### config.mk
export PLATFORM = sky130hd
export DESIGN_NAME = ysyx_24100012_lsu
export DESIGN_NICKNAME = d
export VERILOG_FILES = /design/src/rtl/ysyx_24100012_lsu_pkg.sv /design/src/rtl/ysyx_24100012_lsu_align.sv /design/src/rtl/ysyx_24100012_lsu.sv
export SDC_FILE = /design/constraint.sdc
export NUM_CORES = 1
export LEC_CHECK = 0
export BUFFER_PORTS_ARGS = -buffer_cell sky130_fd_sc_hd__buf_2
export CORE_MARGIN = 8
export CORE_UTILIZATION = 55
export DETAILED_ROUTE_END_ITERATION = 7
export PLACE_DENSITY_LB_ADDON = 0.05
export REMOVE_ABC_BUFFERS = 1
export SKIP_LAST_GASP = 1
export SLEW_MARGIN = 25
export SYNTH_ARGS = -nofsm -noshare
export SYNTH_HDL_FRONTEND = slang
export SYNTH_HIERARCHICAL = 1
export SYNTH_SLANG_ARGS = --single-unit
### constraint.sdc
create_clock -name clk -period 4.8 [get_ports clk]
set_input_delay 0.48 -clock clk [delete_from_list [all_inputs] [get_ports clk]]
set_output_delay 0.48 -clock clk [all_outputs]
set_load 0.02 [all_outputs]
### src/rtl/ysyx_24100012_lsu_pkg.sv
// Shared types and constants for the load/store unit: FSM states, func3 access codes and
// writeback select codes.
package ysyx_24100012_lsu_pkg;

  typedef enum logic [1:0] {
    StIdle,
    StReq,
    StWait,
    StResp
  } lsu_state_e;

  localparam logic [2:0] F3_B  = 3'b000;
  localparam logic [2:0] F3_H  = 3'b001;
  localparam logic [2:0] F3_W  = 3'b010;
  localparam logic [2:0] F3_BU = 3'b100;
  localparam logic [2:0] F3_HU = 3'b101;

  localparam logic [1:0] WBALU  = 2'd0;
  localparam logic [1:0] WBPc   = 2'd1;
  localparam logic [1:0] WBLoad = 2'd2;
  localparam logic [1:0] WBNone = 2'd3;

endpackage

### src/rtl/ysyx_24100012_lsu_align.sv
// Combinational byte-lane logic: legality/misalignment check, store strobes and lane
// replication, and load extraction with sign/zero extension.
module ysyx_24100012_lsu_align
  import ysyx_24100012_lsu_pkg::*;
(
  input  logic        ren,
  input  logic        wen,
  input  logic [2:0]  func3,
  input  logic [1:0]  addr_lo,
  input  logic [31:0] wdata,
  input  logic [31:0] rdata,
  output logic        err,
  output logic [3:0]  wstrb,
  output logic [31:0] wdata_lane,
  output logic [31:0] rdata_ext
);

  logic        illegal;
  logic        misaligned;
  logic [15:0] sh;

  always_comb begin
    illegal = 1'b0;
    if (ren && wen) begin
      illegal = 1'b1;
    end else if (ren) begin
      illegal = !(func3 inside {F3_B, F3_H, F3_W, F3_BU, F3_HU});
    end else if (wen) begin
      illegal = !(func3 inside {F3_B, F3_H, F3_W});
    end

    // func3[1:0] encodes the access size for every legal code
    unique case (func3[1:0])
      2'b01:   misaligned = addr_lo[0];
      2'b10:   misaligned = (addr_lo != 2'b00);
      default: misaligned = 1'b0;
    endcase

    err = (ren || wen) && (illegal || misaligned);
  end

  always_comb begin
    unique case (func3[1:0])
      2'b00: begin
        wstrb      = 4'b0001 << addr_lo;
        wdata_lane = {4{wdata[7:0]}};
      end
      2'b01: begin
        wstrb      = 4'b0011 << addr_lo;
        wdata_lane = {2{wdata[15:0]}};
      end
      default: begin
        wstrb      = 4'b1111;
        wdata_lane = wdata;
      end
    endcase
  end

  always_comb begin
    sh = 16'(rdata >> {addr_lo, 3'b000});
    unique case (func3)
      F3_B:    rdata_ext = {{24{sh[7]}}, sh[7:0]};
      F3_BU:   rdata_ext = {24'd0, sh[7:0]};
      F3_H:    rdata_ext = {{16{sh[15]}}, sh[15:0]};
      F3_HU:   rdata_ext = {16'd0, sh[15:0]};
      F3_W:    rdata_ext = rdata;
      default: rdata_ext = '0;
    endcase
  end

endmodule

### src/rtl/ysyx_24100012_lsu.sv
// Load/store unit: accepts one decoded memory access, runs it over a single-outstanding
// valid/ready bus and returns extended load data or an error to writeback.
module ysyx_24100012_lsu
  import ysyx_24100012_lsu_pkg::*;
#(
  parameter int unsigned DATA_WIDTH = 32,
  parameter int unsigned ADDR_WIDTH = 32
) (
  input  logic                  clk,
  input  logic                  rst_n,
  input  logic                  req_valid,
  output logic                  req_ready,
  input  logic                  req_ren,
  input  logic                  req_wen,
  input  logic [2:0]            req_func3,
  input  logic [ADDR_WIDTH-1:0] req_addr,
  input  logic [DATA_WIDTH-1:0] req_wdata,
  output logic                  rsp_valid,
  input  logic                  rsp_ready,
  output logic [DATA_WIDTH-1:0] rsp_rdata,
  output logic                  rsp_err,
  output logic                  mem_req_valid,
  input  logic                  mem_req_ready,
  output logic [ADDR_WIDTH-1:0] mem_addr,
  output logic                  mem_wen,
  output logic [DATA_WIDTH-1:0] mem_wdata,
  output logic [3:0]            mem_wstrb,
  input  logic                  mem_rsp_valid,
  input  logic [DATA_WIDTH-1:0] mem_rdata,
  input  logic                  mem_rsp_err
);

  lsu_state_e            state_q, state_d;
  logic                  ren_q, ren_d, wen_q, wen_d;
  logic [2:0]            func3_q, func3_d;
  logic [ADDR_WIDTH-1:0] addr_q, addr_d;
  logic [DATA_WIDTH-1:0] wdata_q, wdata_d;
  logic [DATA_WIDTH-1:0] rdata_q, rdata_d;
  logic                  err_q, err_d;

  logic                  idle, in_req, in_resp;
  logic                  sel_ren, sel_wen;
  logic [2:0]            sel_func3;
  logic [1:0]            sel_addr_lo;
  logic                  align_err;
  logic [3:0]            lane_strb;
  logic [DATA_WIDTH-1:0] lane_wdata, load_ext;

  assign idle    = (state_q == StIdle);
  assign in_req  = (state_q == StReq);
  assign in_resp = (state_q == StResp);

  // Legality is judged on the incoming request while idle, on the latched one afterwards
  always_comb begin
    sel_ren     = idle ? req_ren       : ren_q;
    sel_wen     = idle ? req_wen       : wen_q;
    sel_func3   = idle ? req_func3     : func3_q;
    sel_addr_lo = idle ? req_addr[1:0] : addr_q[1:0];
  end

  ysyx_24100012_lsu_align u_align (
    .ren        (sel_ren),
    .wen        (sel_wen),
    .func3      (sel_func3),
    .addr_lo    (sel_addr_lo),
    .wdata      (wdata_q),
    .rdata      (mem_rdata),
    .err        (align_err),
    .wstrb      (lane_strb),
    .wdata_lane (lane_wdata),
    .rdata_ext  (load_ext)
  );

  always_comb begin
    state_d = state_q;
    ren_d   = ren_q;
    wen_d   = wen_q;
    func3_d = func3_q;
    addr_d  = addr_q;
    wdata_d = wdata_q;
    rdata_d = rdata_q;
    err_d   = err_q;
    unique case (state_q)
      StIdle: begin
        if (req_valid) begin
          ren_d   = req_ren;
          wen_d   = req_wen;
          func3_d = req_func3;
          addr_d  = req_addr;
          wdata_d = req_wdata;
          rdata_d = '0;
          err_d   = align_err;
          // Errors and no-ops complete without touching the bus
          state_d = (align_err || !(req_ren ^ req_wen)) ? StResp : StReq;
        end
      end
      StReq: begin
        if (mem_req_ready) state_d = StWait;
      end
      StWait: begin
        if (mem_rsp_valid) begin
          err_d   = mem_rsp_err;
          rdata_d = (ren_q && !mem_rsp_err) ? load_ext : '0;
          state_d = StResp;
        end
      end
      StResp: begin
        if (rsp_ready) state_d = StIdle;
      end
      default: state_d = StIdle;
    endcase
  end

  always_ff @(posedge clk or negedge rst_n) begin
    if (!rst_n) begin
      state_q <= StIdle;
      ren_q   <= 1'b0;
      wen_q   <= 1'b0;
      func3_q <= '0;
      addr_q  <= '0;
      wdata_q <= '0;
      rdata_q <= '0;
      err_q   <= 1'b0;
    end else begin
      state_q <= state_d;
      ren_q   <= ren_d;
      wen_q   <= wen_d;
      func3_q <= func3_d;
      addr_q  <= addr_d;
      wdata_q <= wdata_d;
      rdata_q <= rdata_d;
      err_q   <= err_d;
    end
  end

  assign req_ready     = idle;
  assign mem_req_valid = in_req;
  assign mem_addr      = in_req ? {addr_q[ADDR_WIDTH-1:2], 2'b00} : '0;
  assign mem_wen       = in_req && wen_q;
  assign mem_wdata     = (in_req && wen_q) ? lane_wdata : '0;
  assign mem_wstrb     = (in_req && wen_q) ? lane_strb : 4'b0000;
  assign rsp_valid     = in_resp;
  assign rsp_rdata     = in_resp ? rdata_q : '0;
  assign rsp_err       = in_resp && err_q;

endmodule

### Word-level counts from Yosys, hierarchy flattened

Cells that the tools add are included.
Widths: inputs -> output; s select.

* equal/unequal tests: 13
* shifts and indexed selects: 3
* mux-type cells: 28
* bitwise logic cells: 1
* reduce and logical (&&, ||, !) cells: 22

Operator list (count)
* $mux 32: 6
* $pmux 32 s5: 1
* $pmux 32 s2: 2
* $shr 32x5->16: 1
* $mux 2: 6
* $ne 2x2->1 const B: 4
* $pmux 2 s4: 1
* $pmux 4 s2: 1
* $mux 1: 7
* $eq 2x2->1 const B: 3
* $eq 3x3->1 const B: 2
* $logic_and 1x1->1: 5
* $reduce_bool 5->1: 1
* $eq 2x1->1 const B: 2
* $logic_not 1->1: 4
* $logic_not 2->1: 2
* $mux 4: 1
* $pmux 1 s2: 2
* $reduce_and 4->1: 1
* $reduce_bool 2->1: 2
* $shl 1x2->4 const A: 1
* $shl 2x2->4 const A: 1
* $eq 3x1->1 const B: 1
* $eq 3x2->1 const B: 1
* 7 further kinds: 9

* bits in registers: 104
* input port bits: 108
* output and inout port bits: 105
* word-level logic and storage cells: 75

### Logic depth before layout (Yosys ltp)

* word-level depth: 14
* depth in mapped cells: 14
* gate-level depth less buffers: 12

### Hierarchy

Netlist, hierarchy kept.

Modules (own cells, without submodules)
* ysyx_24100012_lsu: times used 1, cells an instance 445, area each 5058.6 µm², sequential area each 2602.5 µm²
* ysyx_24100012_lsu_align: times used 1, cells an instance 246, area each 1430.1 µm², sequential area each 0.0 µm²

### Worst setup path after synthesis

OpenSTA, ideal clock, no wires.

* path kind: register -> output
* from: register state_q[0]
* to: output mem_wdata[29]
* arrival: 2940 ps
* required time: 4320 ps
* path slack: 1380 ps
* cell stages (with the launch flop): 14
* path buffers: 3
* path through: dfrtp_1 inv_1 ha_1 buf_2 mux2_2 inv_1 ha_1 buf_2 inv_1 nand2_1 buf_2 o21ai_0 a21oi_1 and3_1

* longest elaborated chain between the ends: 5
* elaborated cells between the ends (all ways): 8
* those cells by class: 2 x eq/ne; 3 x mux; 3 x reduce/logical

Ends and longest elaborated chain
* start, declared: RTL line ysyx_24100012_lsu.sv:33 `lsu_state_e state_q, state_d;`
* start signal, assigned: RTL line ysyx_24100012_lsu.sv:116 `state_q <= StIdle;`
* start signal, assigned: RTL line ysyx_24100012_lsu.sv:125 `state_q <= state_d;`
* $logic_not 2->1 *: RTL line ysyx_24100012_lsu.sv:49 `assign idle = (state_q == StIdle);`
* via req_ready: RTL line ysyx_24100012_lsu.sv:12 `output logic req_ready,`
* $mux 3 *: RTL line ysyx_24100012_lsu.sv:57 `sel_func3 = idle ? req_func3 : func3_q;`
* via sel_func3[1]: RTL line ysyx_24100012_lsu.sv:43 `logic [2:0] sel_func3;`
* $eq 2x1->1 or $logic_not 2->1 (tied branches): RTL line ysyx_24100012_lsu_align.sv:43 `unique case (func3[1:0])`
* $pmux 32 s2 *: RTL line ysyx_24100012_lsu_align.sv:43
* via lane_wdata[29]: RTL line ysyx_24100012_lsu.sv:47 `logic [DATA_WIDTH-1:0] lane_wdata, load_ext;`
* $mux 32 *: RTL line ysyx_24100012_lsu.sv:140 `assign mem_wdata = (in_req && wen_q) ? lane_wdata : '0;`
* end, declared: RTL line ysyx_24100012_lsu.sv:26 `output logic [DATA_WIDTH-1:0] mem_wdata,`

Mark *: on every way through the listed nets, which the timed path passes. The rest lies on a longest branch.

### Worst setup path in the final report

* from: register state_q[0]
* to: output mem_wdata[31]

* longest elaborated chain between the ends: 5
* elaborated cells between the ends (all ways): 8
* those cells by class: 2 x eq/ne; 3 x mux; 3 x reduce/logical

Ends and longest elaborated chain (RTL line)
* $logic_not 2->1 *: ysyx_24100012_lsu.sv:49
* $mux 3 *: ysyx_24100012_lsu.sv:57
* via sel_func3[1]: ysyx_24100012_lsu.sv:43
* $eq 2x1->1 or $logic_not 2->1 (tied branches): ysyx_24100012_lsu_align.sv:43
* $pmux 32 s2 *: ysyx_24100012_lsu_align.sv:43
* via lane_wdata[31]: ysyx_24100012_lsu.sv:47
* $mux 32 *: ysyx_24100012_lsu.sv:140

Marked as above.

==> metrics.md <==
| Metric | Value |
|---|---|
| Worst-path fanout max | `16` |
| Worst skew pair latency | `0.35 ns` |
| Rows | `39` |
| R2r setup slk | `1.42 ns` |
| Library cells used by synthesis | `41` |
| DP Area | `7440 sq um` |
| Most used DFF post-synth | `dfrtp_1` |
| Synth warn | `6` |
| Cell breakdown of the critical path | `inv_1 -> ha_1 -> mux2_2 -> inv_1 -> ha_1 -> inv_1 -> nand2_1 -> o21ai_0 -> a21oi_1 -> and3_1 -> buf_2` |
| Layout area overhead | `19.2%` |
| Dpl cells | `980` |
| Synth Instances | `691` |
| CTS root buf | `clkbuf_16` |
| Vias in the first global route | `5653` |
| Reg2Reg Launch Point | `state_q[0]$_DFFE_PN0P_` |
| Layout fillers | `971` |
| Final setup vio count | `0` |
| VDD IR max | `0.000358 V` |
| Postcts setup bufs | `0` |
| Post-route cell area | `7730 sq um` |
| Overall routing resource usage | `22.2%` |
| Nets | `968` |
| Core area | `11500 sq um` |
| Status | `complete, no violations` |
| Switching Share | `45.6%` |
| Final Hold Fails | `0` |
| Final Non-Filler Cells | `996` |
| # hold bufs at CTS | `0` |
| Worst slew pin tran | `0.974 ns` |
| Hold WC Path Type | `input pin to asynchronous set/reset pin` |
| TritonCTS Buffers | `9` |
| Relative slew slack | `35.1%` |
| Yosys reg bits | `104` |
| DP Wirelength | `12700 microns` |
| Sink Count | `104` |
| First-pass GRT wire length | `28700 microns` |
| Pwr Density | `674 nW/um^2` |
| Die Y | `125 microns` |
| Min Tclk post-route | `4.42 ns` |
| Fin. max-slew vios | `0` |
| Post-synth ARST share | `100%` |
| Worst R2R End | `rdata_q[17]$_DFFE_PN0P_` |
| Port Buf Inserts | `210` |
| Synth top area share | `40.1%` |
| Crit-path most repeated cell | `inv_1` |
| Post-synthesis sequential area ratio | `40.1%` |
| Critical path destination | `mem_wdata[31]` |
| Hold_ws | `0.227 ns` |
| Pre-Repair DR Iteration Count | `6` |
| Sequential Power Share | `28.3%` |
| Gates resized, CTS repair | `0` |
| DR DRC count | `0` |
| Final setup skew | `0.00696 ns` |
| Area contributors post-synth | `dfrtp_1, mux2_2, and2_1` |
| TNS Setup | `0 ns` |
| Initial DRC count | `410` |
| Number of synthesized flops with an enable pin | `0` |
| GPL Wtd Cong | `0.815` |
| Max stage delay on crit path | `0.54 ns` |
| Clock Power Share | `13.9%` |
| ANT nets after route | `0` |
| Final period util | `92.0%` |
| Max-Cap Viols | `0` |
| Crit path from | `state_q[0]$_DFFE_PN0P_` |
| Switching power | `2380 uW` |
| Largest net degree at the start of global routing | `66` |
| Leakage power | `0.00388 uW` |
| Initial Util | `56.6%` |
| Worst EP arrival | `3.94 ns` |
| Die area | `15500 sq um` |
| Worst-path clk slew | `0.07 ns` |
| Die Width | `125 microns` |
| Area leader, netlist | `dfrtp_1` |
| Vias/cell | `5.64` |
| Mapped Area | `6490 sq um` |
| DR WL/cell | `17.7 microns` |
| WL final | `17700 microns` |
| Via count | `5621` |
| Top-Level Pins | `213` |
| Fmax achieved | `226 MHz` |
| Layout cells sized above 1 | `39.9%` |
| Pint | `2830 uW` |
| Htree depth | `3` |
| RSZ-0062 raised after global routing | `no` |
| WS Path Type | `flip-flop to primary output` |
| CP startpoint kind | `flip-flop` |
| Initial antenna violation count | `2` |
| CTS tree | `done` |
| Worst Setup End Kind | `primary output` |
| Grt total ovfl | `0` |
| Comb pwr share | `57.8%` |
| CTS Buffer Depth | `2` |
| Syn avg cell area | `9.39 sq um` |
| Reg2reg path depth | `10` |
| Slowest CP cell | `nand2_1` |
| Data required time of the critical path | `4.32 ns` |
==> area by class of cell <==
| cell class | instances | area (sq um) | share of cell area (%) |
|---|---|---|---|
| antenna | 1 | 2.50 | 0.0324 |
| clock buffer | 11 | 233 | 3.01 |
| clock inverter | 4 | 53.8 | 0.696 |
| inverter | 7 | 26.3 | 0.340 |
| multi-input combinational | 510 | 3520 | 45.5 |
| sequential | 104 | 2600 | 33.7 |
| tap | 143 | 179 | 2.31 |
| timing repair buffer | 216 | 1120 | 14.5 |
==> kinds of logic (layout without fill, tap and decap cells) <==
logic type	Yosys count	after routing	synth area share [%]
muxes	103	103	18.0
AOI/OAI and AO/OA	156	156	14.9
other	1	3	0.0578
xor gates and xnor gates	1	1	0.135
DFF	104	104	40.1
adders and majority gates	12	12	2.31
and+or+nand+nor	236	236	18.6
buffers and inverters	78	238	6.00
==> worst max-delay path, delay by kind of cell (launching register included) <==
family | cells | cell delay, ns
buffers and inverters | 4 | 0.96
and+or+nand+nor | 2 | 0.71
adders and majority gates | 2 | 0.66
DFF | 1 | 0.42
muxes | 1 | 0.42
AOI/OAI and AO/OA | 2 | 0.40
==> state kept, by name, summed over array words and instances, names as in the netlist <==
signal / cells
state_q: 2
rdata_q: 32
wdata_q: 32
wen_q: 1
ren_q: 1
func3_q: 3
addr_q: 32
err_q: 1
==> stage by stage <==
| step | util, % | setup WS [ns] | total power [uW] |
|---|---|---|---|
| floorplan | - | 1.21 | 3610 |
| global placement | 64.6 | 1.04 | 4350 |
| detailed placement | 64.9 | 0.834 | 4480 |
| CTS | 67.4 | 0.430 | 5220 |
| global route | 67.4 | 0.118 | 5590 |
| finish | 67.4 | 0.382 | 5210 |
==> how the worst min path moves through the flow <==
stage,endpoint,depth (start not counted),startpoint,slack (ns)
global route,addr_q[19]$_DFFE_PN0P_,1,rst_n,0.29
finish,addr_q[13]$_DFFE_PN0P_,1,rst_n,0.23
global placement,rdata_q[17]$_DFFE_PN0P_,1,rdata_q[17]$_DFFE_PN0P_,0.47
CTS,addr_q[6]$_DFFE_PN0P_,1,rst_n,0.26
floorplan,addr_q[0]$_DFFE_PN0P_,0,rst_n,0.18
detailed placement,rdata_q[7]$_DFFE_PN0P_,2,rdata_q[7]$_DFFE_PN0P_,0.48
==> synth_stat cells (all sizes together), types with 7 or more instances <==
cell and n:
dfrtp 104, mux2 91, nand2 86, and2 64
o21ai 54, a21oi 52, clkbuf 37, and3 36
buf 34, o31ai 31, nor2 30, ha 12
mux2i 12, o22ai 9, inv 7
==> power by group through the flow <==
| stage | Clock (uW) | Combinational (uW) | Sequential, uW |
|---|---|---|---|
| floorplan | 0 | 2220 | 1400 |
| detailed placement | 0 | 2990 | 1490 |
| CTS | 741 | 3010 | 1470 |
| finish | 724 | 3010 | 1480 |
| global route | 770 | 3290 | 1530 |
| global placement | 0 | 2900 | 1460 |
==> cells in the final DEF, fill, tap and decap left out, drive strengths merged, types with 4 or more instances in the layout <==
master    n
mux2i    12
ha       12
nor2     30
nand2    86
buf     216
o31ai    31
o22ai     9
and2     64
nor2b     6
a21oi    52
a22oi     6
and3     36
dfrtp   104
mux2     91
clkbuf   11
inv       8
nand3     4
o21ai    54
==> metal layers <==
| layer | track usage (%) | wire length (microns) | vias to the layer above | part of all wire (%) |
|---|---|---|---|---|
| li1 | - | - | 2690 | - |
| met1 | 26.8 | 7330 | 2670 | 42 |
| met2 | 36.9 | 8680 | 236 | 49 |
| met3 | 6.17 | 1370 | 23 | 7.8 |
| met4 | 7.87 | 267 | 2 | 1.5 |
| met5 | 0 | 8 | - | 0.045 |
No activity file was read; power rests on OpenSTA's default activity.
